<file path="config.mk">
export PLATFORM = sky130hd
export DESIGN_NAME = parking_occupancy_counter
export DESIGN_NICKNAME = d
export VERILOG_FILES = /design/src/rtl/parking_pkg.sv /design/src/rtl/lane_grant_arbiter.sv /design/src/rtl/parking_occupancy_counter.sv
export SDC_FILE = /design/constraint.sdc
export NUM_CORES = 1
export LEC_CHECK = 0
export ABC_AREA = 1
export ABC_CLOCK_PERIOD_IN_PS = 6000
export CELL_PAD_IN_SITES_DETAIL_PLACEMENT = 0
export CELL_PAD_IN_SITES_GLOBAL_PLACEMENT = 1
export CORE_ASPECT_RATIO = 1.5
export CORE_UTILIZATION = 38
export DETAILED_ROUTE_END_ITERATION = 16
export GPL_TIMING_DRIVEN = 0
export HOLD_SLACK_MARGIN = 0.12
export PLACE_DENSITY = 0.91
export SETUP_SLACK_MARGIN = 0.05
export SLEW_MARGIN = 0
export SYNTH_ARGS = -nofsm -noshare
export SYNTH_HDL_FRONTEND = slang
export SYNTH_SLANG_ARGS = --single-unit
</file>
<file path="constraint.sdc">
create_clock -name clk -period 6 [get_ports clk]
set_input_delay 1.2 -clock clk [delete_from_list [all_inputs] [get_ports clk]]
set_output_delay 1.2 -clock clk [all_outputs]
set_load 0.02 [all_outputs]
</file>
<file path="src/rtl/parking_pkg.sv">
// Shared constants and helpers for the parking occupancy counter.
//   DEFAULT_CAPACITY : default maximum vehicle count
//   DEFAULT_N_LANES  : default number of gate lanes
//   MAX_LANES        : widest lane vector any instance may use
//   REJ_W            : width of the saturating rejection counter
//   popcount()       : number of set bits in a MAX_LANES-wide vector
package parking_pkg;

    localparam int unsigned DEFAULT_CAPACITY = 99;
    localparam int unsigned DEFAULT_N_LANES  = 2;
    localparam int unsigned MAX_LANES        = 8;
    localparam int unsigned REJ_W            = 16;

    function automatic logic [3:0] popcount(input logic [MAX_LANES-1:0] v);
        logic [3:0] n;
        n = '0;
        for (int i = 0; i < MAX_LANES; i++) begin
            n = n + {3'b000, v[i]};
        end
        return n;
    endfunction

endpackage

</file>
<file path="src/rtl/lane_grant_arbiter.sv">
// Fixed-priority gate arbiter: lane 0 is served first, and a requesting lane is
// granted while the number of grants handed out so far is below the free space.
// Ports:
//   req   : per-lane entry requests
//   space : number of vehicles that may still enter this cycle
//   grant : per-lane gate-open grants (combinational)
module lane_grant_arbiter #(
    parameter int unsigned N_LANES = 2,
    parameter int unsigned SW      = 11
) (
    input  logic [N_LANES-1:0] req,
    input  logic [SW-1:0]      space,
    output logic [N_LANES-1:0] grant
);

    logic [SW-1:0] granted;

    always_comb begin
        granted = '0;
        grant   = '0;
        for (int i = 0; i < N_LANES; i++) begin
            if (req[i] && (granted < space)) begin
                grant[i] = 1'b1;
                granted  = granted + SW'(1);
            end
        end
    end

endmodule

</file>
<file path="src/rtl/parking_occupancy_counter.sv">
// Parking lot occupancy counter with per-lane entry gates and exit sensors.
// Ports:
//   clk, reset_n       : clock (rising edge) and asynchronous active-low reset
//   clear              : synchronous clear of count, rejected_cnt, underflow_err
//   load_en, load_val  : synchronous preset of count (clamped to CAPACITY)
//   entry_req          : per-lane entry requests, one vehicle per bit per cycle
//   exit_evt           : per-lane exit events, one vehicle per bit per cycle
//   entry_grant        : same-cycle gate-open grants
//   count              : registered occupancy
//   full/empty/almost_full : status decoded from the registered count
//   rejected_cnt       : saturating count of refused entries
//   underflow_err      : sticky, set when exits exceed the occupancy
module parking_occupancy_counter
    import parking_pkg::*;
#(
    parameter int unsigned CAPACITY  = DEFAULT_CAPACITY,
    parameter int unsigned N_LANES   = DEFAULT_N_LANES,
    parameter int unsigned ALMOST_TH = CAPACITY - 5,
    localparam int unsigned CW       = $clog2(CAPACITY + 1)
) (
    input  logic               clk,
    input  logic               reset_n,
    input  logic               clear,
    input  logic               load_en,
    input  logic [CW-1:0]      load_val,
    input  logic [N_LANES-1:0] entry_req,
    input  logic [N_LANES-1:0] exit_evt,
    output logic [N_LANES-1:0] entry_grant,
    output logic [CW-1:0]      count,
    output logic               full,
    output logic               empty,
    output logic               almost_full,
    output logic [REJ_W-1:0]   rejected_cnt,
    output logic               underflow_err
);

    // Wide enough that CAPACITY + exits never wraps.
    localparam int unsigned AW = CW + 4;

    function automatic logic [3:0] lanes_pop(input logic [N_LANES-1:0] v);
        logic [MAX_LANES-1:0] p;
        p = '0;
        p[N_LANES-1:0] = v;
        return popcount(p);
    endfunction

    logic [CW-1:0]      count_q, count_d;
    logic [REJ_W-1:0]   rej_q, rej_d;
    logic               uerr_q, uerr_d;

    logic               normal;
    logic [N_LANES-1:0] req_masked;
    logic [N_LANES-1:0] grant;
    logic [AW-1:0]      count_ext;
    logic [AW-1:0]      exit_n;
    logic [AW-1:0]      valid_exits;
    logic [AW-1:0]      space;
    logic [AW-1:0]      count_next;
    logic [AW-1:0]      load_ext;
    logic [REJ_W:0]     rej_sum;

    assign normal    = !clear && !load_en;
    // Requests are masked during clear/load and while reset is held, so the
    // gates stay shut without the arbiter needing to know why.
    assign req_masked = (normal && reset_n) ? entry_req : '0;

    assign count_ext   = AW'(count_q);
    assign exit_n      = AW'(lanes_pop(exit_evt));
    assign valid_exits = (exit_n > count_ext) ? count_ext : exit_n;
    // Spaces freed by this cycle's exits can be handed straight to entries.
    assign space       = AW'(CAPACITY) - count_ext + valid_exits;

    lane_grant_arbiter #(
        .N_LANES (N_LANES),
        .SW      (AW)
    ) u_arbiter (
        .req   (req_masked),
        .space (space),
        .grant (grant)
    );

    assign entry_grant = grant;
    assign count_next  = count_ext - valid_exits + AW'(lanes_pop(grant));
    assign load_ext    = AW'(load_val);
    assign rej_sum     = {1'b0, rej_q} + (REJ_W + 1)'(lanes_pop(entry_req & ~grant));

    always_comb begin
        count_d = count_q;
        rej_d   = rej_q;
        uerr_d  = uerr_q;
        if (clear) begin
            count_d = '0;
            rej_d   = '0;
            uerr_d  = 1'b0;
        end else if (load_en) begin
            count_d = (load_ext > AW'(CAPACITY)) ? CW'(CAPACITY) : load_val;
        end else begin
            count_d = CW'(count_next);
            rej_d   = rej_sum[REJ_W] ? '1 : rej_sum[REJ_W-1:0];
            if (exit_n > count_ext) begin
                uerr_d = 1'b1;
            end
        end
    end

    always_ff @(posedge clk or negedge reset_n) begin
        if (!reset_n) begin
            count_q <= '0;
            rej_q   <= '0;
            uerr_q  <= 1'b0;
        end else begin
            count_q <= count_d;
            rej_q   <= rej_d;
            uerr_q  <= uerr_d;
        end
    end

    assign count         = count_q;
    assign rejected_cnt  = rej_q;
    assign underflow_err = uerr_q;
    assign full          = (count_q == CW'(CAPACITY));
    assign empty         = (count_q == '0);
    assign almost_full   = (count_ext >= AW'(ALMOST_TH));

endmodule

</file>
* After elaboration in Yosys (flattened, before gate mapping)
Index checks and enable logic that the tools add are counted.
Storage, ports and cells: latch bits 0, flip-flop bits (word level) 24, logic and storage cells 43, ROM bits 0, output and inout bits 29, RAM bits 0, memories 0, bits of input ports 15
Cells by class: multiply operators 0, equality and inequality tests 2, reduce and logical (&&, ||, !) cells 9, mux-type cells 14, add/sub/neg operators 8, bitwise gates (word level) 2, div/mod/pow operators 0, $lt $le $gt $ge 5, shift-type cells 0
Operator list (number):
- $mux 16 | 3
- $mux 7 | 4
- $add 16x2->17 | 1
- $lt 1x11->1 | 1
- $lt 1x11->1 const A | 1
- $add 8x8->9 | 1
- $sub 7x7->8 const A | 1
- $add 7x3->7 | 1
- $eq 7x7->1 const B | 1
- $ge 7x7->1 const B | 1
- $gt 2x7->1 | 1
- $gt 7x7->1 const B | 1
- $logic_not 7->1 | 1
- $sub 7x7->7 | 1
- $add 1x1->2 | 3
- $mux 1 | 6
- $logic_and 1x1->1 | 4
- $and 2x2->2 | 1
- $logic_not 1->1 | 2
- $mux 2 | 1
- $ne 2x2->1 const B | 1
- $not 2->2 | 1
- $reduce_and 2->1 | 1
- $reduce_bool 2->1 | 1

* Logic depth before layout (Yosys ltp)
depth after elaboration 17, depth in mapped cells 38, depth with buffers taken out 37

* Cells and area by module
From an unflattened synthesis, not the netlist that was laid out.
Second synthesis, totals: cells, all modules 357, area total of the unflattened synthesis 2497.4 µm²
By module, submodules not included:
- parking_occupancy_counter | area an instance 2431.1 µm², times used 1, cells each 341
- lane_grant_arbiter | area an instance 66.3 µm², times used 1, cells each 16

* Worst setup path after synthesis
No wires, ideal clock.
path kind input to register, start point input port exit_evt[0], end point register count_q[6], in the netlist count[6], stages 32, setup slack 0.267 ns, buffers on the path 1, library setup time 0.117 ns, arrival 5.615 ns, cells stage by stage ha_1 inv_1 ha_1 inv_1 a21oi_1 nor2_1 nand2_1 buf_2 o21ai_0 ha_1 inv_1 fa_1 inv_1 nand3_1 nand2_1 nand2_1 nand3_1 nand2_1 nor2_1 nand3_1 nand2_1 inv_1 ha_1 fa_1 inv_1 fa_1 o21ai_0 nand2_1 a21boi_0 o21bai_1 nand3_1 nand2_1
On the way: elaborated cells between the ends (all ways) 16, classes of those cells 5 x add/sub; 3 x order compare; 6 x mux; 2 x reduce/logical
RTL lines:
- start: declaration | RTL line parking_occupancy_counter.sv:27 | input logic [N_LANES-1:0] exit_evt,
- $add 1x1->2 (*) | RTL line parking_pkg.sv:18 | n = n + {3'b000, v[i]};
- $gt 2x7->1 | RTL line parking_occupancy_counter.sv:69 | assign valid_exits = (exit_n > count_ext) ? count_ext : exit_n;
- $mux 7 (*) | RTL line parking_occupancy_counter.sv:69
- $add 8x8->9 (*) | RTL line parking_occupancy_counter.sv:71 | assign space = AW'(CAPACITY) - count_ext + valid_exits;
- $lt 1x11->1 (*) | RTL line lane_grant_arbiter.sv:22 | if (req[i] && (granted < space)) begin
- $logic_and 1x1->1 (*) | RTL line lane_grant_arbiter.sv:22
- $mux 1 (*) | RTL line lane_grant_arbiter.sv:22
- via entry_grant[0] | RTL line parking_occupancy_counter.sv:28 | output logic [N_LANES-1:0] entry_grant,
- $add 1x1->2 (*) | RTL line parking_pkg.sv:18
- $add 7x3->7 (*) | RTL line parking_occupancy_counter.sv:83 | assign count_next = count_ext - valid_exits + AW'(lanes_pop(grant));
- $mux 7 (*) | RTL line parking_occupancy_counter.sv:95 | end else if (load_en) begin
- $mux 7 (*) | RTL line parking_occupancy_counter.sv:91 | if (clear) begin
- via count_d[6] | RTL line parking_occupancy_counter.sv:47 | logic [CW-1:0] count_q, count_d;
- end signal: assignment | RTL line parking_occupancy_counter.sv:112 | count_q <= count_d;
- end: declaration | RTL line parking_occupancy_counter.sv:47
Mark *: on every way through the listed nets, which the timed path passes. The rest lies on a longest branch. A chain may end at the register's enable or synchronous reset.

* Worst setup path after layout
start point input port exit_evt[1], end point register count_q[6], in the netlist count[6]
On the way: word-level cells in the longest chain between the ends 14, elaborated cells between the ends (all ways) 16, classes of those cells 5 x add/sub; 3 x order compare; 6 x mux; 2 x reduce/logical
Ends and longest elaborated chain (RTL line):
- $add 1x1->2 (*) | parking_pkg.sv:18
- $gt 2x7->1 | parking_occupancy_counter.sv:69
- $mux 7 (*) | parking_occupancy_counter.sv:69
- $add 8x8->9 | parking_occupancy_counter.sv:71
- $lt 1x11->1 | lane_grant_arbiter.sv:22
- $logic_and 1x1->1 | lane_grant_arbiter.sv:22
- $mux 1 | lane_grant_arbiter.sv:22
- $lt 1x11->1 | lane_grant_arbiter.sv:22
- $logic_and 1x1->1 | lane_grant_arbiter.sv:22
- $mux 1 | lane_grant_arbiter.sv:22
- $add 1x1->2 | parking_pkg.sv:18
- $add 7x3->7 (*) | parking_occupancy_counter.sv:83
- $mux 7 (*) | parking_occupancy_counter.sv:95
- $mux 7 (*) | parking_occupancy_counter.sv:91
- via count_d[6] | parking_occupancy_counter.sv:47
Marked as above.

==> impl_metrics.yaml <==
power_and_ir_drop:
  totalPowerFinal_mw: 1.08
  vdd_ir_drop_max_mv: 0.202
  p_sw_frac: 0.471
  comb_power_share: 0.700
  power_density_nw_per_um2: 341
  p_clk_frac: 0.104
  internal_power_mw: 0.571
  p_seq_frac: 0.197
  p_leak_nw: 1.63
  netSwitchingPower_mw: 0.507
timing:
  finalHoldViolCount: 0
  max_freq_mhz: 181
  report.final.setup_viol: 0
  fin_crit_ns: 5.52
  fin_ws_ns: 0.481
  drv_slew: 0
  tightest_slew_ns: 1.21
  rsz0062_at_grt: "no"
  clock_skew_ns: 0.00364
  period_share: 0.920
  max_slew_margin: 0.193
floorplanning:
  io_pins: 44
  dieArea_um2: 6490
  placementRows: 34
  core_region_area_um2: 5870
  initial_utilization: 0.399
  chipWidth_um: 66.1
  die_y_um: 98.2
placement:
  finalWeightedCongestion: 0.871
  place_hpwl_um: 4800
  io_buffers: 43
  dp_worst_setup_slack_ns: -0.639
clock_tree:
  clock-sinks: 24
  tritoncts: "yes"
  htreeDepth: 1
  cts.path.max_buffers: 2
  path_clk_slew_ns: 0.09
  cts_made_buffers: 3
  cts_hold_buf: 0
  clock_latency_ns: 0.27
  cts_root_buf: "clkbuf_8"
synthesis:
  ys_types: 36
  yosysSeqAreaShare: 0.256
  synth_top_family_by_area: "simple AND/OR/NAND/NOR gates"
  synthXorXnorAreaFrac: 0.0523
  synth_top_area_cell: "dfrtp_1"
  synth_compound_area_frac: 0.108
  netlist_instances: 340
  netlist_area_um2: 2340
  synth_area_leaders: "dfrtp_1 26%, nand2_1 16%, ha_1 13%, inv_1 8.3%, nand3_1 5.1%"
  synth_seq_cells: 24
  synth_top_area_frac: 0.256
  synth.avg_cell_area_um2: 6.90
  synthesis.nets: 383
  synthMuxAreaShare: 0
  synth-simple-area-share: 0.321
  ys_warn_count: 0
  synthAdderAreaFrac: 0.162
critical_path:
  reg2regPathDepth: 33
  r2r_end: "count[6]$_DFF_PN0_"
  cp.required_ns: 6.17
  critPathMaxStageDelay_ns: 0.39
  critPathLaunch: "exit_evt[1]"
  cpMaxStageDelayCell: "fa_2"
  cp-endpoint: "count[6]$_DFF_PN0_"
  critPathMaxFanout: 6
  start_kind: "input pin"
  crit_path_frequent_cell: "inv_2"
  rr_startpoint: "count[1]$_DFF_PN0_"
  r2r_slack_ns: 1.05
  critPathKind: "input pin to register"
  worstSetupEndpointType: "register"
  worstPathArrival_ns: 5.69
cells_and_area:
  final_common_cell: "nand2_1"
  final_util: 0.539
  diodes: 0
  area_growth_syn_to_layout_pct: 34.8
  mostFrequentLayoutCells: "92 x nand2_1, 45 x inv_1, 39 x clkdlybuf4s50_1, 24 x dfrtp_1, 22 x nor2_1"
  drive_above_1_share: 0.165
  nFillCells: 598
  nets: 445
grt:
  grt_pass1_vias: 2385
  grt_remaining_overflow: 0
  antenna_found_initial: 0
  grt_pass1_wl_um: 10300
  groute.usage.overall: 0.202
  grt_max_degree: 27
drt:
  drt_iter0_drc: 78
  antenna_left: 0
  drt_wl_total_um: 6400
  dr.pass1.iters: 5
  vias_per_cell: 5.08
  drc_errors: 0
  vias: 2401
  wl_per_cell_um: 13.5
status:
  outcome: "completed"
worst_hold_path:
  hold_path.class: "register to register"
job:
  maxCapViolCount: 0
state kept, by name (all words and copies together) (netlist names):
name           flops
rejected_cnt      16
underflow_err      1
count              7
worst min-delay path by stage:
stage | start | to | slack (ns) | cells past startpoint
after CTS | underflow_err$_DFFE_PN0P_ | underflow_err$_DFFE_PN0P_ | 0.52 | 1
after global routing | underflow_err$_DFFE_PN0P_ | underflow_err$_DFFE_PN0P_ | 0.53 | 1
final | underflow_err$_DFFE_PN0P_ | underflow_err$_DFFE_PN0P_ | 0.51 | 1
after detailed placement | underflow_err$_DFFE_PN0P_ | underflow_err$_DFFE_PN0P_ | 0.50 | 1
after global placement | underflow_err$_DFFE_PN0P_ | underflow_err$_DFFE_PN0P_ | 0.49 | 1
after floorplan | underflow_err$_DFFE_PN0P_ | underflow_err$_DFFE_PN0P_ | 0.61 | 1
logic make-up after synthesis:
logic type,Yosys count
AND/OR/NAND/NOR,169
buffers and inverters,60
AO/OA/AOI/OAI,45
adder cells (fa/ha/maj),28
flip-flops,24
XOR/XNOR,14
layer usage:
layer,part of all wire,vias to the layer above,GRT usage
met5,0,-,0
met2,0.56,58,0.398
met1,0.38,1125,0.209
met4,0.029,0,0.0818
li1,-,1205,-
met3,0.029,13,0.0117
power by group through the flow:
| stage | clock (mW) | combinational (mW) | sequential, mW |
|---|---|---|---|
| after floorplan | 0 | 0.428 | 0.231 |
| after global placement | 0 | 0.610 | 0.215 |
| after detailed placement | 0 | 0.616 | 0.215 |
| after CTS | 0.115 | 0.639 | 0.211 |
| after global routing | 0.120 | 0.855 | 0.216 |
| final | 0.112 | 0.754 | 0.212 |
synth_stat cells:
cell type  count
xnor2_1        3
nand3_1       24
a21oi_1       11
a41o_1         1
nand3b_1       1
and3_1         2
buf_2          2
inv_2          1
o21ai_0       22
o21bai_1       1
clkbuf_1       2
ha_1          24
o22ai_1        1
a21boi_0       1
nor3_4         2
or2_0          1
xor2_1        11
nor3_1         6
nor2_2         1
nand3_2        2
a31oi_1        2
fa_1           4
buf_4          2
o21ai_2        1
nor2_1        23
inv_1         52
nand2_1       98
nor4_1         2
clkinv_2       1
o21a_1         1
nand2_2        4
nand4_1        2
dfrtp_1       24
nand4_2        1
o21ai_1        3
o22ai_2        1
cell type report:
type | count | area, um2 | area share
Multi-Input combinational cell | 256 | 1630 | 0.517
Inverter | 54 | 205 | 0.0649
Clock buffer | 4 | 55.1 | 0.0174
Sequential cell | 24 | 601 | 0.190
Buffer | 6 | 38.8 | 0.0123
Timing Repair Buffer | 57 | 538 | 0.170
Tap cell | 72 | 90.1 | 0.0285
stage by stage:
stage	cells	setup TNS [ns]	cell area [um2]	hold WS, ns
2_1_floorplan	340	0	2340	0.609
3_3_place_gp	455	-5.78	2870	0.487
3_5_place_dp	455	-6.90	2870	0.497
4_1_cts	459	0	2940	0.517
5_1_grt	473	0	3160	0.527
6_report	473	0	3160	0.513
what timing repair did:
action	CTS	global route
setup endpoints to repair	20	22
resized for setup	10	35
setup buffers	0	14
pin swaps	1	25
critical path, delay by kind of cell:
family / cells / cell delay, ns
buf+inv: 10 / 0.70
fa+ha+maj: 8 / 2.02
compound gates: 5 / 0.63
simple gates: 13 / 1.17
(Power assumes the default switching activity.)
